--- config.mk ---
export PLATFORM = sky130hd
export DESIGN_NAME = regfile_sb
export DESIGN_NICKNAME = d
export VERILOG_FILES = /design/src/rtl/regfile_sb.sv
export SDC_FILE = /design/constraint.sdc
export NUM_CORES = 2
export LEC_CHECK = 0
export ABC_CLOCK_PERIOD_IN_PS = 54500
export CAP_MARGIN = 10
export CORE_MARGIN = 5
export CORE_UTILIZATION = 25
export DETAILED_ROUTE_END_ITERATION = 10
export HOLD_SLACK_MARGIN = 0.08
export SYNTH_ARGS = -nofsm -noshare
export SYNTH_HDL_FRONTEND = slang
export SYNTH_SLANG_ARGS = --single-unit
--- constraint.sdc ---
create_clock -name clk -period 54.5 [get_ports clk]
set_input_delay 8.175 -clock clk [delete_from_list [all_inputs] [get_ports clk]]
set_output_delay 8.175 -clock clk [all_outputs]
set_load 0.05 [all_outputs]
--- src/rtl/regfile_sb.sv ---
// Multi-read, dual-write register file with a per-register busy scoreboard for RAW stalls.
// Define RF_BYPASS_EN to forward same-cycle writeback data and busy state to the read ports.
module regfile_sb #(
   parameter int unsigned DATA_WIDTH = 32,
   parameter int unsigned ADDR_WIDTH = 5,
   parameter int unsigned REG_COUNT  = 32,
   parameter int unsigned NUM_RD     = 3,
   parameter int unsigned ZERO_REG   = 1
) (
   input  logic                           clk,
   input  logic                           rst,
   input  logic [NUM_RD*ADDR_WIDTH-1:0]   rd_addr,
   output logic [NUM_RD*DATA_WIDTH-1:0]   rd_data,
   output logic [NUM_RD-1:0]              rd_busy,
   input  logic                           wb0_en,
   input  logic [ADDR_WIDTH-1:0]          wb0_addr,
   input  logic [DATA_WIDTH-1:0]          wb0_data,
   input  logic                           wb1_en,
   input  logic [ADDR_WIDTH-1:0]          wb1_addr,
   input  logic [DATA_WIDTH-1:0]          wb1_data,
   input  logic                           iss_en,
   input  logic [ADDR_WIDTH-1:0]          iss_addr,
   output logic                           wb_err,
   output logic [ADDR_WIDTH:0]            busy_cnt
);

   localparam int unsigned IW = (REG_COUNT > 1) ? $clog2(REG_COUNT) : 1;
   localparam int unsigned CW = ADDR_WIDTH + 1;

   logic [DATA_WIDTH-1:0] regs_q [REG_COUNT];
   logic [REG_COUNT-1:0]  busy_q, busy_d;
   logic                  wb_err_q, wb_err_d;
   logic [CW-1:0]         busy_cnt_q, busy_cnt_d;

   logic wb0_ok, wb1_ok, iss_ok;

   // True for addresses that map to real, writable state.
   function automatic logic addr_ok(input logic [ADDR_WIDTH-1:0] a);
      return (32'(a) < REG_COUNT) && !((ZERO_REG != 0) && (a == '0));
   endfunction

   function automatic logic [IW-1:0] idx(input logic [ADDR_WIDTH-1:0] a);
      return a[IW-1:0];
   endfunction

   assign wb0_ok = wb0_en && addr_ok(wb0_addr);
   assign wb1_ok = wb1_en && addr_ok(wb1_addr);
   assign iss_ok = iss_en && addr_ok(iss_addr);

   // Issue is applied after the clears so a new producer keeps the register busy.
   always_comb begin
      busy_d = busy_q;
      if (wb0_ok) busy_d[idx(wb0_addr)] = 1'b0;
      if (wb1_ok) busy_d[idx(wb1_addr)] = 1'b0;
      if (iss_ok) busy_d[idx(iss_addr)] = 1'b1;
   end

   always_comb begin
      wb_err_d = 1'b0;
      if (wb0_ok && !busy_q[idx(wb0_addr)]) wb_err_d = 1'b1;
      if (wb1_ok && !busy_q[idx(wb1_addr)]) wb_err_d = 1'b1;
   end

   always_comb begin
      busy_cnt_d = '0;
      for (int i = 0; i < int'(REG_COUNT); i++) begin
         busy_cnt_d = busy_cnt_d + CW'(busy_d[i]);
      end
   end

   always_ff @(posedge clk or posedge rst) begin
      if (rst) begin
         for (int i = 0; i < int'(REG_COUNT); i++) begin
            regs_q[i] <= '0;
         end
         busy_q     <= '0;
         wb_err_q   <= 1'b0;
         busy_cnt_q <= '0;
      end else begin
         // wb1 is written last so it wins on an address collision.
         if (wb0_ok) regs_q[idx(wb0_addr)] <= wb0_data;
         if (wb1_ok) regs_q[idx(wb1_addr)] <= wb1_data;
         busy_q     <= busy_d;
         wb_err_q   <= wb_err_d;
         busy_cnt_q <= busy_cnt_d;
      end
   end

   always_comb begin
      rd_data = '0;
      rd_busy = '0;
      for (int k = 0; k < int'(NUM_RD); k++) begin
         logic [ADDR_WIDTH-1:0] a;
         a = rd_addr[k*ADDR_WIDTH +: ADDR_WIDTH];
         if (addr_ok(a)) begin
            rd_data[k*DATA_WIDTH +: DATA_WIDTH] = regs_q[idx(a)];
            rd_busy[k]                          = busy_q[idx(a)];
`ifdef RF_BYPASS_EN
            if (wb1_ok && (wb1_addr == a)) begin
               rd_data[k*DATA_WIDTH +: DATA_WIDTH] = wb1_data;
               rd_busy[k]                          = iss_ok && (iss_addr == a);
            end else if (wb0_ok && (wb0_addr == a)) begin
               rd_data[k*DATA_WIDTH +: DATA_WIDTH] = wb0_data;
               rd_busy[k]                          = iss_ok && (iss_addr == a);
            end
`endif
         end
      end
   end

   assign wb_err   = wb_err_q;
   assign busy_cnt = busy_cnt_q;

endmodule
==> out/summary.txt <==
Die H: 556.9 µm
sequential share of the synthesized area: 0.3558
post-synth cell types: 52
type of the worst min-delay path: reg2reg
average size of a mapped cell: 11.59 µm²
# hold bufs at CTS: 0
die area: 0.3101 mm²
layout cells sized above 1: 0.2301
Leak Pwr: 35.18 nW
Area Growth Syn to Fin: 11.99%
top cell type by total area after synthesis: dfrtp_1
Starting Density: 0.2515
area of the multi-input gates: 0.04439 mm²
CTS tree: done
vias in the first global route: 57.51k
Final ANT Viol Nets: 0
Critical Path AT: 13780 ps
Fillers: 30.31k
Top Metal Used: met5
nets@finish: 6246
met1 WL: 115.2 mm
max_cap viols: 0
syn_nets: 6581
Max Freq: 0.04554 GHz
grt ovf: 0
post-layout util: 0.2816
RSZ-0062 raised after global routing: no
clock latency at the later pin of the worst-skew pair: 790 ps
drt wl/cell: 30.06 µm
post-CTS resize count: 0
CP Data Required Time: 46330 ps
Die Wd: 556.9 µm
dominant cell by count in the synthesized netlist: dfrtp_1
period utilization: 0.4029
Final Max Tran Viols: 0
met3 WL: 37.67 mm
clk_skew: 20.64 ps
clock root buffer: clkbuf_16
Worst Reg-to-Reg Cells: 19
setup ws final: 32540 ps
global-route wire length before repair: 436.0 mm
GRT Util Overall: 0.1922
Clock transition at path regs: 60 ps
top cells by area, synth: dfrtp_1 36%, mux4_2 30%, mux2i_1 13%, a21oi_1 5.0%, nor2_1 3.8%
Post-synth ARST share: 1.000
via count: 58.20k
Worst setup SP type: input pin
pin slew with the least headroom to its limit: 1316 ps
CTS Sinks: 1063
initial antenna violation count: 46
CP Capture Point: rd_data[75]
crit path kind: in2out
synthesized flop and latch total: 1063
mapped cell area: 0.07476 mm²
reg2reg end: busy_cnt[4]
post-route minimum period: 21960 ps
met2 routed WL: 134.7 mm
Cell Pwr Density: 39.23 mW/mm²
relative slew slack: 0.1199
Post-synth top flop: dfrtp_1
I/O pins: 205
top-area cell type share of the netlist area: 0.3558
Sum Neg Setup Slack: 0 ps
largest net degree at the start of global routing: 123
yosys warns: 0
1st-pass router iterations: 8
final hold vios: 0
vias per cell: 5.730
Seq. cell area: 0.02660 mm²
WHS: 416.9 ps
Max rail drop VDD: 69.78 µV
Core Box Area: 0.2973 mm²
r2r setup slk: 49240 ps
clk buf depth: 3
final WL: 305.3 mm
number of CTS-inserted buffers: 108
Reg2Reg Launch Point: busy_q[21]
Final Wtd Congestion: 0.8761
First DRT Iteration DRCs: 8330
Post-Place Setup Slack: 32360 ps
Setup Fix Bufs, Post-CTS: 0
worst-path fanout max: 70
hpwl dp: 182.4 mm
Post-synth EDFFs: 0
Critical Path End Type: output port
row count: 200
port bufs: 204
synth cell count leaders: 1063 x dfrtp_1, 1003 x mux4_2, 997 x mux2i_1
status: completed
DRC viols: 0
Setup crit start: rd_addr[10]
Setup violations, final: 0
cell count after synthesis: 6451
H-tree levels: 3
## per-stage QoR
| step | area, µm² | power [mW] | std cells |
|---|---|---|---|
| finish | 83730 | 3.285 | 10157 |
| global route | 83710 | 3.445 | 10149 |
| CTS | 83400 | 3.275 | 10133 |
| detailed placement | 79650 | 2.464 | 9934 |
| global placement | 79650 | 2.400 | 9934 |
| floorplan | 74760 | 2.095 | 6451 |
## cell families after synthesis
logic type	count (synthesis)	synth area share
AOI/OAI and AO/OA	1146	0.07859
xor gates and xnor gates	3	0.0003515
adders and majority gates	31	0.007598
buffers and inverters	954	0.05601
DFF	1063	0.3558
muxes	2003	0.4361
and+or+nand+nor	1251	0.06559
## metal layers
layer	track usage	vias up
met1	0.2513	29751
met4	0.09775	10
met5	0	-
li1	-	23315
met3	0.05745	894
met2	0.2883	4229
## sequential cells by signal, indices dropped and copies added, names as in the netlist
| signal | count |
|---|---|
| busy_cnt | 6 |
| busy_q | 32 |
| regs_q | 1024 |
| wb_err | 1 |
## cell usage in the layout, fill, tap and decap left out, types with 30 or more instances in the layout
cell             count
mux2i_1            997
mux4_2            1003
nand2_1            386
clkbuf_8            30
clkdlybuf4s50_1    189
a21oi_1            741
nor2_1             748
buf_4              148
inv_1              145
o21ai_0            124
clkbuf_16          111
nand2_4             40
dfrtp_1           1063
o21ai_1            244
## worst max-delay path: stages
cell	delay, ps
buf_8	560
buf_4	780
buf_4	870
buf_4	900
mux4_2	620
mux4_2	520
nand2_1	100
o21ai_1	180
clkdlybuf4s50_1	790
## worst min path at each step
stage	start	to	slack, ps	cells past startpoint
global route	regs_q[1022]	regs_q[1022]	430	0
floorplan	regs_q[1000]	regs_q[1000]	460	1
finish	regs_q[1004]	regs_q[1004]	420	0
detailed placement	regs_q[1017]	regs_q[1017]	400	0
global placement	regs_q[1008]	regs_q[1008]	390	0
CTS	regs_q[1001]	regs_q[1001]	420	0
## layout make-up
class                           count  area share
Clock inverter                     40    0.006366
Multi-Input combinational cell   4434      0.5302
Inverter                          148    0.006725
Timing Repair Buffer              361     0.04132
Clock buffer                      159     0.03841
Tap cell                         3939     0.05886
Antenna cell                       13   0.0003885
Sequential cell                  1063      0.3177
## power breakdown
| part | total, mW | leakage, nW | internal, mW | switching (mW) |
|---|---|---|---|---|
| logic | 1.24 | 20.5 | 0.647 | 0.594 |
| clock network | 0.813 | 1.83 | 0.453 | 0.360 |
| registers | 1.23 | 12.9 | 1.00 | 0.228 |
| total | 3.28 | 35.2 | 2.10 | 1.18 |
Power figures use the tool's default switching activity.
